$ cat src/rtl/pipe_hazard_ctrl_pkg.sv
// Shared opcode/funct constants and the hazard controller state type.
package pipe_pkg;

  localparam logic [5:0] OP_RTYPE = 6'd0;
  localparam logic [5:0] OP_J     = 6'd2;
  localparam logic [5:0] OP_JAL   = 6'd3;
  localparam logic [5:0] OP_BEQ   = 6'd4;
  localparam logic [5:0] OP_BNE   = 6'd5;
  localparam logic [5:0] OP_LW    = 6'd35;
  localparam logic [5:0] OP_SW    = 6'd43;

  localparam logic [5:0] FN_JR    = 6'd8;
  localparam logic [5:0] FN_DIVU  = 6'd27;

  typedef enum logic {
    S_RUN,
    S_DIV_WAIT
  } state_t;

endpackage

$ cat src/rtl/pipe_hazard_ctrl_decode.sv
// Combinational decode of the ID instruction: control-flow class,
// divide detection and load-use hazard against the load sitting in EX.
module hazard_decode
  import pipe_pkg::*;
(
  input  logic [31:0] instr,
  input  logic        idex_mem_read,
  input  logic [4:0]  idex_rt,
  output logic        is_jr,
  output logic        is_jump,
  output logic        is_divu,
  output logic        uses_rt,
  output logic [4:0]  rs,
  output logic [4:0]  rt,
  output logic        lu_hazard
);

  logic [5:0] op;
  logic [5:0] fn;
  logic       unused_instr_bits;

  assign op = instr[31:26];
  assign fn = instr[5:0];
  assign rs = instr[25:21];
  assign rt = instr[20:16];

  // The rd/shamt/immediate bits play no part in hazard detection.
  assign unused_instr_bits = ^instr[15:6];

  // Instruction class decode and the load-use comparison.
  always_comb begin
    is_jr     = (op == OP_RTYPE) && (fn == FN_JR);
    is_jump   = (op == OP_J) || (op == OP_JAL);
    is_divu   = (op == OP_RTYPE) && (fn == FN_DIVU);
    uses_rt   = (op == OP_RTYPE) || (op == OP_BEQ) || (op == OP_BNE) || (op == OP_SW);
    lu_hazard = idex_mem_read && (idex_rt != 5'd0) &&
                ((idex_rt == rs) || (uses_rt && (idex_rt == rt)));
  end

endmodule

$ cat src/rtl/pipe_hazard_ctrl.sv
// Central stall/flush sequencer: RUN/DIV_WAIT FSM, divider watchdog and
// saturating stall/flush performance counters.
module pipe_hazard_ctrl
  import pipe_pkg::*;
#(
  parameter int CNT_W   = 16,
  parameter int DIV_MAX = 40
) (
  input  logic              clk,
  input  logic              rst,
  input  logic [31:0]       id_instr,
  input  logic              idex_mem_read,
  input  logic [4:0]        idex_rt,
  input  logic              ex_branch_taken,
  input  logic              div_busy,
  input  logic              div_done,
  output logic              pc_en,
  output logic              ifid_en,
  output logic              ifid_flush,
  output logic              idex_flush,
  output logic              div_start,
  output logic              div_timeout,
  output logic [CNT_W-1:0]  stall_cnt,
  output logic [CNT_W-1:0]  flush_cnt
);

  localparam int              WD_W    = $clog2(DIV_MAX + 1);
  localparam logic [WD_W-1:0] WD_LAST = WD_W'(DIV_MAX - 1);

  state_t          state;
  logic [WD_W-1:0] wd;

  logic       is_jr;
  logic       is_jump;
  logic       is_divu;
  logic       uses_rt;
  logic [4:0] id_rs;
  logic [4:0] id_rt;
  logic       lu_hazard;
  logic       unused_fields;

  hazard_decode u_decode (
    .instr         (id_instr),
    .idex_mem_read (idex_mem_read),
    .idex_rt       (idex_rt),
    .is_jr         (is_jr),
    .is_jump       (is_jump),
    .is_divu       (is_divu),
    .uses_rt       (uses_rt),
    .rs            (id_rs),
    .rt            (id_rt),
    .lu_hazard     (lu_hazard)
  );

  // Register fields are already folded into lu_hazard inside the decoder.
  assign unused_fields = ^{id_rs, id_rt, uses_rt};

  // Pipeline control: Mealy priority chain in RUN, fixed stall in DIV_WAIT.
  always_comb begin
    pc_en      = 1'b1;
    ifid_en    = 1'b1;
    ifid_flush = 1'b0;
    idex_flush = 1'b0;
    div_start  = 1'b0;
    if (!rst) begin
      if (state == S_DIV_WAIT) begin
        pc_en      = 1'b0;
        ifid_en    = 1'b0;
        idex_flush = 1'b1;
      end else if (ex_branch_taken) begin
        ifid_flush = 1'b1;
        idex_flush = 1'b1;
      end else if (is_divu && !div_busy) begin
        div_start = 1'b1;
      end else if (is_divu || lu_hazard) begin
        pc_en      = 1'b0;
        ifid_en    = 1'b0;
        idex_flush = 1'b1;
      end else if (is_jr || is_jump) begin
        ifid_flush = 1'b1;
      end
    end
  end

  // FSM with divider watchdog; div_done beats a same-cycle watchdog expiry.
  always_ff @(posedge clk) begin
    if (rst) begin
      state       <= S_RUN;
      wd          <= '0;
      div_timeout <= 1'b0;
    end else begin
      case (state)
        S_RUN: begin
          if (div_start) begin
            state <= S_DIV_WAIT;
            wd    <= '0;
          end
        end
        S_DIV_WAIT: begin
          if (div_done) begin
            state <= S_RUN;
            wd    <= '0;
          end else if (wd == WD_LAST) begin
            state       <= S_RUN;
            wd          <= '0;
            div_timeout <= 1'b1;
          end else begin
            wd <= wd + 1'b1;
          end
        end
        default: state <= S_RUN;
      endcase
    end
  end

  // Saturating performance counters for stall and flush cycles.
  always_ff @(posedge clk) begin
    if (rst) begin
      stall_cnt <= '0;
      flush_cnt <= '0;
    end else begin
      if (!pc_en && (stall_cnt != {CNT_W{1'b1}}))
        stall_cnt <= stall_cnt + 1'b1;
      if (ifid_flush && (flush_cnt != {CNT_W{1'b1}}))
        flush_cnt <= flush_cnt + 1'b1;
    end
  end

endmodule

$ cat config.mk
export PLATFORM = sky130hd
export DESIGN_NAME = pipe_hazard_ctrl
export DESIGN_NICKNAME = d
export VERILOG_FILES = /design/src/rtl/pipe_hazard_ctrl_pkg.sv /design/src/rtl/pipe_hazard_ctrl_decode.sv /design/src/rtl/pipe_hazard_ctrl.sv
export SDC_FILE = /design/constraint.sdc
export NUM_CORES = 1
export LEC_CHECK = 0
export ABC_CLOCK_PERIOD_IN_PS = 4000
export CAP_MARGIN = 25
export CORE_UTILIZATION = 38
export DETAILED_ROUTE_END_ITERATION = 6
export GPL_TIMING_DRIVEN = 0
export PLACE_DENSITY_LB_ADDON = 0.2
export REMOVE_ABC_BUFFERS = 1
export SLEW_MARGIN = 20
export SYNTH_ARGS = -nofsm -noshare
export SYNTH_HDL_FRONTEND = slang
export SYNTH_SLANG_ARGS = --single-unit
$ cat constraint.sdc
create_clock -name clk -period 4 [get_ports clk]
set_input_delay 0.6 -clock clk [delete_from_list [all_inputs] [get_ports clk]]
set_output_delay 0.6 -clock clk [all_outputs]
set_load 0.005 [all_outputs]
==> impl_metrics.toml, run 1 <==
[yosys]
yosysWarnings = 0
ys_seq_area_frac = 0.345
postSynth.asyncResetShare = 0
ys_ff_latch = 40
syn_avg_cell_area_um2 = 8.34
yosys.area.top_type = "dfxtp_1"
netlist.area_leader.share = 0.345
synth_edf_count = 0
synth_area_leaders = "dfxtp_1, nor2_1, xnor2_1"
synth_area_um2 = 2320
synth_cell_type_count = 54
synth_top_flop_cell = "dfxtp_1"
syn_inst = 278

[clock_network]
clk_latency_ns = 0.29
cts_buffers = 5
cts_hold_buffers = 0
cts_tree = "done"
cts_buffer_depth = 2
cts_root_buf = "clkbuf_8"
clk_pin_slew_ns = 0.08
cts_resized = 0
cts_htree_levels = 2
cts_setup_buffers = 0
clkSinkCount = 40

[grt]
grt_pass1_wl_um = 9150
grt_pass1_vias = 1959
antenna_found_initial = 0
grt_max_degree = 29
grt.total_usage = 0.179
grt_overflow_total = 0

[route]
viasPerCell = 5.25
drt_wl_total_um = 5410
antenna_left = 0
drcViolationCount = 0
wire_per_inst_um = 12.9
drt-pass1-iter-count = 4
drt_iter0_drc = 85
route.vias.total = 2205

[sta]
setup_tns_ns = 0
tightest_slew_ns = 0.639
finalClockSkew_ns = 0.00939
hold_viol = 0
timing.final.crit_share = 0.931
setup_viol = 0
fmax_mhz = 268
timing.final.max_slew_violations = 0
timing.slew.headroom = 0.572
period_needed_ns = 3.73
grt_setup_unrepaired = "no"

[critical_path]
critPathLaunchType = "input pin"
worstPathRequired_ns = 3.40
path_max_fanout = 15
crit_path_frequent_cell = "clkdlybuf4s50_1"
crit_type = "in2out"
crit_arrival_ns = 3.13
crit_chain = "clkdlybuf4s50_1 > or4b_4 > nor4_4 > nor3_1 > o22a_4 > inv_2 > clkdlybuf4s50_1"
cp_slowest_cell = "or4b_4"
critPathMaxStageDelay_ns = 0.59
cp-end-kind = "output port"

[die]
num_rows = 28
dieWidth_um = 80.1
ios = 81
die_area_um2 = 6420
die_h_um = 80.1
coreArea_um2 = 5920
start_util = 0.392

[placed_design]
dp_hpwl_um = 4080
gp_congestion = 0.740
numPortBuffers = 70

[flow_run]
cap_violations = 0

[power_and_ir_drop]
ir_worst_vdd_mv = 0.192
p_leak_nw = 1.07
p_per_area_nw_per_um2 = 272
power.total_mw = 0.871

[final_layout]
area_delta_synth_final_pct = 38.2
antenna_cells = 0
final_cell_mix = "clkdlybuf4s50_1, dfxtp_1, nor2_1"
utilization = 0.542
nNetsFinal = 391
final_common_cell = "clkdlybuf4s50_1"
drive_above_1_share = 0.0783

[run_status]
status = "finished, final reports clean"

[worst_hold_path]
hold_class = "reg2reg"
layout make-up:
cell class	count	area, um^2
clock buffers	5	68.8
clock inverters	2	60.1
fillers	555	2710
inverters	8	30.0
multi-input cells	218	1420
flip-flops and latches	40	801
well taps	75	93.8
repair buffers	72	731
state kept, by name, indices dropped and copies added (netlist names):
register	count
wd	6
div_timeout	1
stall_cnt	16
state	1
flush_cnt	16
worst max-delay path, delay by kind of cell:
family | cells | cell delay [ns]
compound gates | 1 | 0.25
buf+inv | 3 | 1.16
simple gates | 3 | 1.12
per-layer routing:
metal | track usage | share of wire
met4 | 0.0429 | 0.0098
met2 | 0.280 | 0.46
met3 | 0.0386 | 0.044
met5 | 0 | 0
met1 | 0.249 | 0.48
Yosys cell counts, types with 3 or more instances:
cell	count
mux2_2	4
nand3_1	14
o311ai_0	5
nor3_1	14
clkbuf_1	6
xor2_1	9
or3_1	4
nand2_1	24
a21oi_1	13
xnor2_1	14
or4_1	5
o21ai_0	4
and3_1	3
o21a_1	3
buf_6	3
o31ai_1	5
ha_1	3
dfxtp_1	40
nor4_1	7
o41ai_1	3
inv_1	7
nor2b_1	9
nor2_1	35
nand4_1	8
cell families after synthesis:
logic type               share of synthesized area
XOR/XNOR                                    0.0868
multiplexers                                0.0351
adder cells (fa/ha/maj)                     0.0162
flip-flops                                   0.345
AO/OA/AOI/OAI                                0.135
buffers and inverters                       0.0458
AND/OR/NAND/NOR                              0.336
metrics by stage:
| stage | hold slack (ns) | cell area, um^2 | worst slack (ns) | instances |
|---|---|---|---|---|
| 2_1_floorplan | 0.460 | 2240 | 1.21 | 266 |
| 3_3_place_gp | 0.468 | 3040 | -0.412 | 411 |
| 3_5_place_dp | 0.471 | 3070 | 0.262 | 413 |
| 4_1_cts | 0.495 | 3200 | 0.253 | 420 |
| 5_1_grt | 0.512 | 3210 | 0.126 | 420 |
| 6_report | 0.489 | 3210 | 0.275 | 420 |
worst paths after layout:
kind | slack (ns) | end | from | depth (start not counted)
min | 0.49 | div_timeout | div_timeout | 2
max reg2reg | 1.50 | flush_cnt[15] | flush_cnt[6] | 7
min reg2reg | 0.49 | div_timeout | div_timeout | 2
max | 0.27 | ifid_en | id_instr[26] | 7
power breakdown:
group / internal, mW / switching [mW] / total [mW]
Sequential: 0.399 / 0.00218 / 0.402
Clock: 0.246 / 0.141 / 0.387
Combinational: 0.0478 / 0.0343 / 0.0822
Power figures use the tool's default switching activity.
==> run 2: changes to the inputs <==
--- a/config.mk
+++ b/config.mk
@@ -5,7 +5,7 @@
 export SDC_FILE = /design/constraint.sdc
 export NUM_CORES = 1
 export LEC_CHECK = 0
-export ABC_CLOCK_PERIOD_IN_PS = 4000
+export ABC_CLOCK_PERIOD_IN_PS = 4580
 export CAP_MARGIN = 25
 export CORE_UTILIZATION = 38
 export DETAILED_ROUTE_END_ITERATION = 6
==> constraint.sdc (replaced) <==
create_clock -name clk -period 4.58 [get_ports clk]
set_input_delay 0.687 -clock clk [delete_from_list [all_inputs] [get_ports clk]]
set_output_delay 0.687 -clock clk [all_outputs]
set_load 0.005 [all_outputs]
==> results of run 2 <==
Same layout as run 1 (identical final DEF). Status: finished, final reports clean.
Among the figures that moved: setup slack after placement 0.262 ns -> 0.668 ns; setup slack after layout 0.275 ns -> 0.681 ns; register-to-register setup slack 1.50 ns -> 2.08 ns; total power 0.871 mW -> 0.761 mW; worst IR drop on VDD 0.192 mV -> 0.168 mV
==> run 3: changes to the inputs <==
--- a/config.mk
+++ b/config.mk
@@ -9,6 +9,7 @@
 export CAP_MARGIN = 25
 export CORE_UTILIZATION = 38
 export DETAILED_ROUTE_END_ITERATION = 6
+export GPL_ROUTABILITY_DRIVEN = 0
 export GPL_TIMING_DRIVEN = 0
 export PLACE_DENSITY_LB_ADDON = 0.2
 export REMOVE_ABC_BUFFERS = 1
==> results of run 3 <==
Same layout as run 1 (identical final DEF). Status: finished, final reports clean.
Among the figures that moved: setup slack after placement 0.262 ns -> 0.668 ns; setup slack after layout 0.275 ns -> 0.681 ns; register-to-register setup slack 1.50 ns -> 2.08 ns; total power 0.871 mW -> 0.761 mW; worst IR drop on VDD 0.192 mV -> 0.168 mV
